[src/rtl/mem_bus_pkg.sv]
// Shared definitions for the memory bus arbiter: width codes, FSM states,
// requester slots and a small sizing helper.
package mem_bus_pkg;

  // Access width encodings carried on req_width / mem_width
  localparam logic [1:0] W_BYTE = 2'd0;
  localparam logic [1:0] W_HALF = 2'd1;
  localparam logic [1:0] W_WORD = 2'd2;

  // Requester slot assignment (slot 0 wins ties after reset)
  localparam int REQ_DMA = 0;
  localparam int REQ_CPU = 1;
  localparam int REQ_SND = 2;

  typedef enum logic [1:0] {
    ST_IDLE  = 2'd0,
    ST_SETUP = 2'd1,
    ST_READ  = 2'd2,
    ST_WRITE = 2'd3
  } state_e;

  // Bits needed to index n items, never less than one
  function automatic int ptr_w(input int n);
    return (n > 1) ? $clog2(n) : 1;
  endfunction

endpackage

[src/rtl/mem_bus_arbiter_rr_pick.sv]
// Rotating priority encoder: picks the first set request at or after ptr,
// wrapping around, and returns it one-hot.
module rr_pick
  import mem_bus_pkg::*;
#(
  parameter int NREQ = 3,
  parameter int PW   = ptr_w(NREQ)
) (
  input  logic [NREQ-1:0] req_i,
  input  logic [PW-1:0]   ptr_i,
  output logic [NREQ-1:0] sel_o,
  output logic            valid_o
);

  // Scan NREQ slots starting from ptr; first hit wins
  always_comb begin
    int   idx;
    logic found;
    sel_o = '0;
    found = 1'b0;
    idx   = 0;
    for (int k = 0; k < NREQ; k++) begin
      idx = int'(ptr_i) + k;
      if (idx >= NREQ) idx = idx - NREQ;
      if (!found && req_i[idx]) begin
        sel_o[idx] = 1'b1;
        found      = 1'b1;
      end
    end
    valid_o = found;
  end

endmodule

[src/rtl/mem_bus_arbiter.sv]
// Memory port arbiter: round-robin grant among NREQ requesters, two-phase
// (setup, then strobe) access sequencing, registered read-data return and
// a bounded lock so a DMA burst can keep the bus for back-to-back accesses.
module mem_bus_arbiter
  import mem_bus_pkg::*;
#(
  parameter int NREQ     = 3,
  parameter int AW       = 32,
  parameter int DW       = 32,
  parameter int MAX_LOCK = 16
) (
  input  logic              clk_i,
  input  logic              rst_ni,
  input  logic [NREQ-1:0]   req_i,
  input  logic [NREQ-1:0]   lock_i,
  input  logic [NREQ-1:0]   req_we_i,
  input  logic [NREQ*AW-1:0] req_addr_i,
  input  logic [NREQ*DW-1:0] req_wdata_i,
  input  logic [NREQ*2-1:0] req_width_i,
  output logic [NREQ-1:0]   gnt_o,
  output logic [NREQ-1:0]   ack_o,
  output logic [DW-1:0]     rdata_o,
  output logic [AW-1:0]     mem_addr_o,
  output logic [DW-1:0]     mem_wdata_o,
  output logic [1:0]        mem_width_o,
  output logic              mem_read_o,
  output logic              mem_write_o,
  input  logic [DW-1:0]     mem_rdata_i,
  input  logic              mem_ok_i
);

  localparam int PW = ptr_w(NREQ);
  localparam int CW = ptr_w(MAX_LOCK);

  state_e          state_q, state_d;
  logic [NREQ-1:0] gnt_q, gnt_d;
  logic [NREQ-1:0] ack_q, ack_d;
  logic [DW-1:0]   rdata_q, rdata_d;
  logic [AW-1:0]   addr_q, addr_d;
  logic [DW-1:0]   wdata_q, wdata_d;
  logic [1:0]      width_q, width_d;
  logic            we_q, we_d;
  logic            read_q, read_d;
  logic            write_q, write_d;
  logic [PW-1:0]   rr_ptr_q, rr_ptr_d;
  logic [CW-1:0]   lock_cnt_q, lock_cnt_d;

  logic [NREQ-1:0] pick_sel;
  logic            pick_valid;
  logic [NREQ-1:0] ld_sel;
  logic            owner_lock, owner_req, burst_room;

  rr_pick #(.NREQ(NREQ), .PW(PW)) u_pick (
    .req_i  (req_i),
    .ptr_i  (rr_ptr_q),
    .sel_o  (pick_sel),
    .valid_o(pick_valid)
  );

  // Owner's live lock/req as seen at the completion edge
  assign owner_lock = |(lock_i & gnt_q);
  assign owner_req  = |(req_i & gnt_q);
  assign burst_room = (int'(lock_cnt_q) < (MAX_LOCK - 1));

  // Next-state: grant, strobe sequencing, completion and release/extend
  always_comb begin
    state_d    = state_q;
    gnt_d      = gnt_q;
    ack_d      = '0;
    rdata_d    = rdata_q;
    addr_d     = addr_q;
    wdata_d    = wdata_q;
    width_d    = width_q;
    we_d       = we_q;
    read_d     = 1'b0;
    write_d    = 1'b0;
    rr_ptr_d   = rr_ptr_q;
    lock_cnt_d = lock_cnt_q;
    ld_sel     = '0;

    unique case (state_q)
      ST_IDLE: begin
        gnt_d = '0;
        if (pick_valid) begin
          gnt_d   = pick_sel;
          ld_sel  = pick_sel;
          state_d = ST_SETUP;
        end
      end
      ST_SETUP: begin
        // Address has been stable for a full cycle; raise the strobe
        if (we_q) begin
          write_d = 1'b1;
          state_d = ST_WRITE;
        end else begin
          read_d  = 1'b1;
          state_d = ST_READ;
        end
      end
      ST_READ, ST_WRITE: begin
        read_d  = (state_q == ST_READ);
        write_d = (state_q == ST_WRITE);
        if (mem_ok_i) begin
          read_d  = 1'b0;
          write_d = 1'b0;
          ack_d   = gnt_q;
          if (state_q == ST_READ) rdata_d = mem_rdata_i;
          if (owner_lock && owner_req && burst_room) begin
            // Locked burst: skip IDLE, latch the owner's next access
            lock_cnt_d = lock_cnt_q + CW'(1);
            ld_sel     = gnt_q;
            state_d    = ST_SETUP;
          end else begin
            gnt_d      = '0;
            lock_cnt_d = '0;
            state_d    = ST_IDLE;
            for (int i = 0; i < NREQ; i++)
              if (gnt_q[i]) rr_ptr_d = (i == NREQ - 1) ? '0 : PW'(i + 1);
          end
        end
      end
    endcase

    // Capture the selected requester's access into the memory-side regs
    for (int i = 0; i < NREQ; i++) begin
      if (ld_sel[i]) begin
        addr_d  = req_addr_i[i*AW +: AW];
        wdata_d = req_wdata_i[i*DW +: DW];
        width_d = req_width_i[i*2 +: 2];
        we_d    = req_we_i[i];
      end
    end
  end

  // FSM and output registers; reset aborts any access immediately
  always_ff @(posedge clk_i or negedge rst_ni) begin
    if (!rst_ni) begin
      state_q    <= ST_IDLE;
      gnt_q      <= '0;
      ack_q      <= '0;
      rdata_q    <= '0;
      addr_q     <= '0;
      wdata_q    <= '0;
      width_q    <= '0;
      we_q       <= 1'b0;
      read_q     <= 1'b0;
      write_q    <= 1'b0;
      rr_ptr_q   <= '0;
      lock_cnt_q <= '0;
    end else begin
      state_q    <= state_d;
      gnt_q      <= gnt_d;
      ack_q      <= ack_d;
      rdata_q    <= rdata_d;
      addr_q     <= addr_d;
      wdata_q    <= wdata_d;
      width_q    <= width_d;
      we_q       <= we_d;
      read_q     <= read_d;
      write_q    <= write_d;
      rr_ptr_q   <= rr_ptr_d;
      lock_cnt_q <= lock_cnt_d;
    end
  end

  assign gnt_o       = gnt_q;
  assign ack_o       = ack_q;
  assign rdata_o     = rdata_q;
  assign mem_addr_o  = addr_q;
  assign mem_wdata_o = wdata_q;
  assign mem_width_o = width_q;
  assign mem_read_o  = read_q;
  assign mem_write_o = write_q;

endmodule

[config.mk]
export PLATFORM = sky130hd
export DESIGN_NAME = mem_bus_arbiter
export DESIGN_NICKNAME = d
export VERILOG_FILES = /design/src/rtl/mem_bus_pkg.sv /design/src/rtl/mem_bus_arbiter_rr_pick.sv /design/src/rtl/mem_bus_arbiter.sv
export SDC_FILE = /design/constraint.sdc
export NUM_CORES = 1
export LEC_CHECK = 0
export CAP_MARGIN = 20
export CORE_AREA = 2 2 136 138
export DETAILED_ROUTE_END_ITERATION = 12
export DIE_AREA = 0 0 138 140
export GPL_TIMING_DRIVEN = 0
export PLACE_DENSITY_LB_ADDON = 0.3
export SYNTH_ARGS = -nofsm -noshare
export SYNTH_HDL_FRONTEND = slang
export SYNTH_SLANG_ARGS = --single-unit
[constraint.sdc]
create_clock -name clk_i -period 7.4 [get_ports clk_i]
set_clock_uncertainty 0.2 [all_clocks]
set_input_delay 1.48 -clock clk_i [delete_from_list [all_inputs] [get_ports clk_i]]
set_output_delay 1.48 -clock clk_i [all_outputs]
set_load 0.05 [all_outputs]
## After elaboration in Yosys (flattened, before gate mapping)

Index checks and enable logic that the tools add are counted.
W data, S select, Z words.

| storage, ports and cells | value |
|---|---|
| flip-flop bits (word level) | 115 |
| output and inout bits | 106 |
| bits of input ports | 242 |
| logic and storage cells | 118 |

| operators by class | value |
|---|---|
| muxes and demuxes | 59 |
| bitwise logic cells | 5 |
| reductions and logical operators | 21 |
| equal/unequal tests | 5 |
| $lt $le $gt $ge | 10 |
| $add $sub $neg | 6 |

Operator list:

| operator | number |
|---|---|
| $mux W32 | 9 |
| $ge A32 B1 Y1 const B | 3 |
| $lt A32 B4 Y1 const B | 3 |
| $ge A32 B3 Y1 const B | 2 |
| $sub A32 B3 Y32 const B | 2 |
| $mux W3 | 9 |
| $mux W1 | 21 |
| $mux W2 | 8 |
| $pmux W3 S2 | 2 |
| $logic_and A1 B1 Y1 | 7 |
| $and A3 B3 Y3 | 2 |
| $bmux W1 S2 | 3 |
| $demux W1 S2 | 3 |
| $or A3 B3 Y3 | 2 |
| $pmux W2 S3 | 1 |
| $reduce_and A2 Y1 | 3 |
| $reduce_bool A3 Y1 | 2 |
| $reduce_or A3 Y1 | 2 |
| $add A4 B1 Y4 const B | 1 |
| $eq A2 B2 Y1 const B | 2 |
| $lt A4 B4 Y1 const B | 1 |
| $mux W4 | 1 |
| $ne A2 B2 Y1 const B | 2 |
| $pmux W1 S2 | 2 |
| other kinds (12) | 13 |

## Longest topological paths before layout

Gate-level depths: netlist of the first run.

| logic depth | value |
|---|---|
| depth in word-level cells | 17 |
| mapped depth | 11 |
| gate-level depth less buffers | 8 |

## Modules after synthesis

From an unflattened synthesis of the first run, not the netlist that was laid out.

| second synthesis, totals | value |
|---|---|
| cells, all modules | 553 |
| area total of the unflattened synthesis | 5481.5 um^2 |

By module, submodules not included:

| module | instances | seq. area each (um^2) | area an instance (um^2) | cells each |
|---|---|---|---|---|
| mem_bus_arbiter | 1 | 2877.8 | 5173.7 | 512 |
| rr_pick | 1 | 0.0 | 307.8 | 41 |

## Least setup slack after synthesis of the first run

Ideal clock, no wire load.

| timing path | value |
|---|---|
| path type | input port to flip-flop |
| start | input port req_i[1] |
| end | register addr_q[0], in the netlist mem_addr_o[0] |
| slack | 3744 ps |
| cell stages on the path | 9 |
| data arrival time | 3335 ps |
| buffers on the path | 3 |
| setup time | 121 ps |
| path through | buf_2 a222oi_1 nor4b_1 a31oi_1 buf_2 buf_2 mux2i_1 o21ai_1 a22o_1 |

| on the way | value |
|---|---|
| longest elaborated chain between the ends | 14 |

Ends and longest elaborated chain:

| item | RTL line | source |
|---|---|---|
| from (decl) | mem_bus_arbiter.sv:14 | `input logic [NREQ-1:0] req_i,` |
| $bmux W1 S2 | mem_bus_arbiter_rr_pick.sv:25 | `if (!found && req_i[idx]) begin` |
| $mux W1 (implied by the code) (2 in a row) | mem_bus_arbiter_rr_pick.sv:25 |  |
| $mux W1 | mem_bus_arbiter_rr_pick.sv:25 |  |
| $logic_not A1 Y1 | mem_bus_arbiter_rr_pick.sv:25 |  |
| $logic_and A1 B1 Y1 | mem_bus_arbiter_rr_pick.sv:25 |  |
| $mux W1 | mem_bus_arbiter_rr_pick.sv:25 |  |
| $logic_not A1 Y1 | mem_bus_arbiter_rr_pick.sv:25 |  |
| $logic_and A1 B1 Y1 | mem_bus_arbiter_rr_pick.sv:25 |  |
| $mux W3 / $mux W1 (equally long branches) | mem_bus_arbiter_rr_pick.sv:25 |  |
| $mux W3 | mem_bus_arbiter.sv:84 | `if (pick_valid) begin` |
| $pmux W3 S2 * | mem_bus_arbiter.sv:81 | `unique case (state_q)` |
| $mux W32 (2 in a row) | mem_bus_arbiter.sv:126 | `if (ld_sel[i]) begin` |
| to (signal assigned) | mem_bus_arbiter.sv:155 | `addr_q <= addr_d;` |
| to (decl) | mem_bus_arbiter.sv:39 | `logic [AW-1:0] addr_q, addr_d;` |

Mark *: on every way between the ends. The rest lies on a longest branch, timed or not. The select of a mux whose other input is x is not followed.
A chain may end at the register's enable or synchronous reset.

## Worst setup path in the final report of the first run

| timing path | value |
|---|---|
| start | input port req_i[2] |
| end | register wdata_q[12], in the netlist mem_wdata_o[12] |

| on the way | value |
|---|---|
| longest elaborated chain between the ends | 14 |

Ends and longest elaborated chain:

| item | RTL line | source |
|---|---|---|
| $bmux W1 S2 | mem_bus_arbiter_rr_pick.sv:25 |  |
| $mux W1 (implied by the code) (2 in a row) | mem_bus_arbiter_rr_pick.sv:25 |  |
| $mux W1 | mem_bus_arbiter_rr_pick.sv:25 |  |
| $logic_not A1 Y1 | mem_bus_arbiter_rr_pick.sv:25 |  |
| $logic_and A1 B1 Y1 | mem_bus_arbiter_rr_pick.sv:25 |  |
| $mux W1 | mem_bus_arbiter_rr_pick.sv:25 |  |
| $logic_not A1 Y1 | mem_bus_arbiter_rr_pick.sv:25 |  |
| $logic_and A1 B1 Y1 | mem_bus_arbiter_rr_pick.sv:25 |  |
| $mux W3 / $mux W1 (equally long branches) | mem_bus_arbiter_rr_pick.sv:25 |  |
| $mux W3 | mem_bus_arbiter.sv:84 |  |
| $pmux W3 S2 * | mem_bus_arbiter.sv:81 |  |
| $mux W32 (2 in a row) | mem_bus_arbiter.sv:126 |  |
| to (signal assigned) | mem_bus_arbiter.sv:156 | `wdata_q <= wdata_d;` |
| to (decl) | mem_bus_arbiter.sv:40 | `logic [DW-1:0] wdata_q, wdata_d;` |

Marks and branches as above.

==> results of run 1 <==
==> cells in the mapped netlist, types with 5 or more instances <==
| library cell | instances | share of area (%) |
|---|---|---|
| nand2b_1 | 6 | 0.59 |
| mux2_2 | 33 | 5.9 |
| inv_1 | 5 | 0.30 |
| dfrtp_1 | 115 | 45 |
| o21ai_1 | 30 | 2.4 |
| mux2i_1 | 68 | 11 |
| o21ai_0 | 46 | 3.6 |
| buf_2 | 23 | 1.8 |
| a21oi_1 | 71 | 5.6 |
| nand2_1 | 9 | 0.53 |
| buf_1 | 9 | 0.53 |
| clkbuf_1 | 20 | 1.2 |
| ha_1 | 5 | 0.99 |
| a22o_1 | 67 | 9.3 |
| nor2_1 | 78 | 4.6 |
==> stage by stage <==
step	setup WS (ns)	power [uW]	std cells	TNS (ns)	area [um^2]
after global placement	-0.1227	4493	1210	-12.31	10080
after floorplan	3.744	3439	635	0	6329
final	2.647	5394	1243	0	10730
after detailed placement	2.219	4535	1211	0	10110
after CTS	2.653	5424	1243	0	10730
after global routing	2.479	5685	1243	0	10730
==> cells by family after synthesis <==
family                   synth area share (%)
flip-flops                              45.47
buffers and inverters                   4.488
adder cells (fa/ha/maj)                0.9885
AO/OA/AOI/OAI                           24.12
AND/OR/NAND/NOR                         8.126
multiplexers                            16.81
==> per-layer routing <==
layer | vias to the layer above | wire, um | GRT usage (%)
met5 | - | 0 | 0
met4 | 0 | 490 | 7.787
met3 | 34 | 1770 | 6.803
met2 | 287 | 11450 | 40.15
met1 | 3076 | 9275 | 28.33
li1 | 3076 | - | -
==> power by group through the flow <==
stage | clock network, uW | registers [uW] | logic, uW
after floorplan | 0 | 2130 | 1310
after global placement | 0 | 1130 | 3360
after detailed placement | 0 | 1150 | 3390
after CTS | 887 | 1140 | 3400
after global routing | 913 | 1180 | 3590
final | 871 | 1140 | 3390
==> final cells by class <==
class	instances	share of cell area [%]
well taps	229	2.670
clock buffers	19	4.221
multi-input cells	459	29.51
plain buffers	56	2.472
clock inverters	13	1.597
repair buffers	347	32.54
inverters	5	0.1749
flip-flops and latches	115	26.82
==> state kept, by name, indices dropped and copies added (netlist names) <==
register,count
mem_addr_o,32
mem_wdata_o,32
rdata_o,32
lock_cnt_q,4
ack_o,3
gnt_o,3
mem_width_o,2
rr_ptr_q,2
state_q,2
mem_read_o,1
mem_write_o,1
we_q,1
==> worst max-delay path: stages <==
cell,delay [ns]
clkdlybuf4s50_1,0.61
mux2i_1,0.18
a221o_1,0.40
a31oi_1,0.69
buf_2,0.46
buf_2,0.40
mux2i_1,0.33
o21ai_1,0.11
a22o_1,0.19
==> worst max path at each step <==
stage | start | endpoint | slack [ns] | cells past startpoint
floorplan | req_i[1] | mem_addr_o[0]$_DFFE_PN0P_ | 3.74 | 9
global route | req_i[2] | mem_wdata_o[19]$_DFFE_PN0P_ | 2.48 | 9
CTS | req_i[2] | mem_wdata_o[14]$_DFFE_PN0P_ | 2.65 | 9
detailed placement | req_i[2] | mem_wdata_o[14]$_DFFE_PN0P_ | 2.22 | 9
global placement | rst_ni | rdata_o[2]$_DFFE_PN0P_ | -0.12 | 1
finish | req_i[2] | mem_wdata_o[12]$_DFFE_PN0P_ | 2.65 | 9
==> impl_metrics.toml, run 1 <==
[finish]
drive_gt1_share_pct = 9.763
finish.utilization_pct = 60.36
multi_input_area_mm2 = 0.003167
nNetsFinal = 1248
n_fill_cell = 1552
mostFrequentLayoutCell = "clkdlybuf4s50_1"
final_cell_mix = "345 x clkdlybuf4s50_1, 115 x dfrtp_1, 78 x nor2_1"
regArea_mm2 = 0.002878
antenna_cells = 0
area_growth_pct = 69.57

[logic_synthesis]
synth_ff_type = "dfrtp_1"
ys_types = 51
avgSynthCellArea_um2 = 9.966
ys_seq_area_share_pct = 45.47
synthArstFlopShare_pct = 100.0
synth_nets = 882
synth_edf_count = 0
ys_warn_count = 0
syn_area_mm2 = 0.006329
ys_seq_elements = 115
syn_inst = 635

[worst_setup_path]
reg2reg_slack_ns = 3.59
endpoint_kind = "register"
r2r-end = "mem_wdata_o[12]$_DFFE_PN0P_"
rr_startpoint = "rr_ptr_q[1]$_DFFE_PN0P_"
crit_type = "input port to register"
cp.required_ns = 7.50
arrival_ns = 4.86
r2r_cells = 10
start_kind = "input port"
critPathMaxFanout = 10

[floorplan]
start_util_pct = 35.59
core_area_mm2 = 0.01778
pin_count = 348
die_h_um = 140
num_rows = 49
fp.dieW_um = 138
design.die.area_mm2 = 0.01932

[sta]
setup_viol = 0
finalHoldViolCount = 0
hold_slack_ns = 0.2911
fin_crit_ns = 4.753
rsz0062_at_grt = "no"
slew_viol_final = 0
fmax_mhz = 210.4
timing.final.crit_share_pct = 64.23
tightest_slew_ns = 0.8218
relSlewSlack_pct = 44.96

[clocking]
cts_tree = "built"
post_cts_resized = 0
clk_pin_slew_ns = 0.06
clock_sinks = 115
cts_setup_buffers = 0
htree_levels = 4
cts_root_buf = "clkbuf_16"
clk_latency_ns = 0.41
cts.path.max_buffers = 2
cts_buffers = 17
hold_buffers = 0

[grt]
grt_overflow = 0
grt_pass1_wl_um = 35850
first_global_vias = 6645
antenna_found_initial = 0
grt_max_degree = 78
grt_util_all_layers_pct = 23.40

[detailed_routing]
wire_per_inst_um = 18.49
drc = 0
drt_first_pass_iters = 5
route.vias.total = 6473
routed_wl_um = 22990
drt-initial-drc-count = 374
ant_nets = 0
avgViaCountPerCell = 5.208

[worst_hold_path]
whs_endpoint = "lock_cnt_q[3]$_DFFE_PN0P_"
worstHoldStart = "lock_cnt_q[3]$_DFFE_PN0P_"
hold_path_depth = 1
hp-class = "register to register"

[power_and_ir_drop]
p_int_uw = 2871
leakagePower_uw = 0.004848
sequentialPowerShare_pct = 21.1
irDropWorstVdd_mv = 0.2758
swShare_pct = 46.77
combPwrFrac_pct = 62.8
p_per_area_mw_per_mm2 = 502.6
p_clk_share_pct = 16.1
power_switching_uw = 2523

[flow_run]
max-cap-violations = 0

[placement]
hpwl_um = 17570
numPortBuffers = 346
place_congestion = 0.8659

[run_status]
status = "completed"
Note: power is estimated with default switching activity, not from simulation.
==> run 2: changes to the inputs <==
CORE_AREA = not set   (was 2 2 136 138)
CORE_MARGIN = 2   (was not set)
CORE_UTILIZATION = 36   (was not set)
DIE_AREA = not set   (was 0 0 138 140)
clock period = 4.1 ns   (was 7.4 ns; I/O delays follow)
==> run 2 against run 1 <==
Effect of this change:
- sequential share of layout area is 0.17 points higher
- cell count is 0.40% lower
- flip-flop and latch count stayed put
- combinational power is 81% higher
- power is 78% higher
- setup slack worse by 2.4 ns
- via count is 0.15% higher
- register-to-register slack worse by 3.3 ns
- clock-buffer cell count is 3 higher
- core utilization is 1.5 points higher
- largest cell class unchanged
- largest power group unchanged
==> impl_metrics.toml, run 2 (synthesis gave the netlist of run 1 again) <==
[detailed_routing]
wire_per_inst_um = 18.74
route.vias.total = 6483
drt_first_pass_iters = 5
avgViaCountPerCell = 5.237
drc = 0
drt-initial-drc-count = 320
ant_nets = 0
routed_wl_um = 23200

[sta]
tns_ns = 0
finalHoldViolCount = 0
relSlewSlack_pct = 46.02
fin_crit_ns = 3.868
rsz0062_at_grt = "no"
fin_ws_ns = 0.2319
fmax_mhz = 258.5
slew_viol_final = 0
timing.final.crit_share_pct = 94.34
setup_viol = 0
tightest_slew_ns = 0.8097
hold_slack_ns = 0.1793

[clocking]
cts.path.max_buffers = 2
clock_sinks = 115
cts_tree = "built"
cts_buffers = 17
cts_root_buf = "clkbuf_16"
htree_levels = 4
clk_latency_ns = 0.40
clk_pin_slew_ns = 0.05
cts_setup_buffers = 0
hold_buffers = 0

[floorplan]
fp.dieW_um = 136.6
core_area_mm2 = 0.01724
die_h_um = 136.6
num_rows = 48
start_util_pct = 36.72
design.die.area_mm2 = 0.01866
pin_count = 348

[grt]
grt_pass1_wl_um = 34960
grt_overflow = 0
first_global_vias = 6556
grt_util_all_layers_pct = 24.52
antenna_found_initial = 0
grt_max_degree = 60

[flow_run]
max-cap-violations = 0

[placement]
place_congestion = 0.8775
dpl_cell_area_mm2 = 0.01010
numPortBuffers = 346
hpwl_um = 17740
place_ws_ns = -0.3849

[power_and_ir_drop]
p_per_area_mw_per_mm2 = 898.9
p_int_uw = 5062
sequentialPowerShare_pct = 21.5
leakagePower_uw = 0.004828
power_uw = 9586
combPwrFrac_pct = 64.1
p_clk_share_pct = 14.5
irDropWorstVdd_mv = 0.4709
power_switching_uw = 4524
swShare_pct = 47.19

[run_status]
status = "completed"

[worst_setup_path]
arrival_ns = 4.01
slowest_stage = "o32ai_2"
crit_start = "req_i[2]"
cpPeakStageDelay_ns = 0.68
critPathMaxFanout = 10
crit_type = "input port to register"
crit_buf_inv = 3
r2r_cells = 10
rr_startpoint = "rr_ptr_q[0]$_DFFE_PN0P_"
endpoint_kind = "register"
cp_cell_sequence = "clkdlybuf4s50_1 -> mux2_1 -> a21oi_1 -> nor2_1 -> o32ai_2 -> buf_2 -> clkbuf_1 -> a22o_1"
cp.required_ns = 4.24
path_delay_family = "buffers and inverters"
start_kind = "input port"
path_depth = 8

[finish]
antenna_cells = 0
mostFrequentLayoutCell = "clkdlybuf4s50_1"
nNetsFinal = 1248
multi_input_area_mm2 = 0.003173
n_fill_cell = 1516
regArea_mm2 = 0.002878
area_growth_pct = 68.51
drive_gt1_share_pct = 9.576
final_cell_mix = "345 x clkdlybuf4s50_1, 115 x dfrtp_1, 78 x nor2_1"
finish.instance_area_mm2 = 0.01066

[worst_hold_path]
hp-class = "input port to asynchronous set/reset pin"
## run 2: cell types whose count changed in the layout (fill, tap and decap cells not counted)
cell,delta
a31oi_2,+1
clkbuf_8,+1
clkinv_2,+4
inv_6,-4
a31oi_1,-1
clkinvlp_4,-2
clkbuf_1,+2
bufinv_16,-2
## run 2: power groups by stage
stage | registers, uW | logic (uW) | clock network (uW)
global placement | 2050 | 6070 | 0
detailed placement | 2070 | 6140 | 0
floorplan | 3840 | 2360 | 0
CTS | 2060 | 6160 | 1410
finish | 2060 | 6140 | 1390
global route | 2130 | 6540 | 1460
## run 2: metrics by stage
step	instances	util (%)
4_1_cts	1238	61.83
6_report	1238	61.87
5_1_grt	1238	61.87
2_1_floorplan	635	-
3_3_place_gp	1206	58.44
3_5_place_dp	1207	58.61
## run 2: area by class of cell
cell class                      instances  area share [%]
Multi-Input combinational cell        459           29.75
Tap cell                              225           2.640
Inverter                                5          0.1760
Clock inverter                          9          0.7626
Sequential cell                       115           26.99
Buffer                                 56           2.487
Timing Repair Buffer                  347           32.75
Clock buffer                           22           4.447
## run 2: final timing paths
| kind | endpoint | slack [ns] |
|---|---|---|
| worst max-delay path | mem_wdata_o[21]$_DFFE_PN0P_ | 0.23 |
| min in group clk_i | lock_cnt_q[3]$_DFFE_PN0P_ | 0.30 |
| worst min-delay path | rdata_o[18]$_DFFE_PN0P_ | 0.18 |
| worst max register to register | mem_wdata_o[21]$_DFFE_PN0P_ | 0.31 |
| worst min register to register | lock_cnt_q[3]$_DFFE_PN0P_ | 0.30 |
| max in group asynchronous | mem_addr_o[9]$_DFFE_PN0P_ | 2.83 |
## run 2: repair_timing
| item | in CTS | in global routing |
|---|---|---|
| endpoints found under the hold margin | 0 | 0 |
| setup endpoints to repair | 0 | 15 |
| gates resized for setup | 0 | 1 |
## run 2: metal layers
layer / up-vias / routed length [um] / global-route usage [%]
met2: 292 / 11660 / 41.92
li1: 3074 / - / -
met4: 0 / 712 / 9.722
met1: 3073 / 8823 / 28.87
met3: 44 / 1999 / 7.222
met5: - / 0 / 0
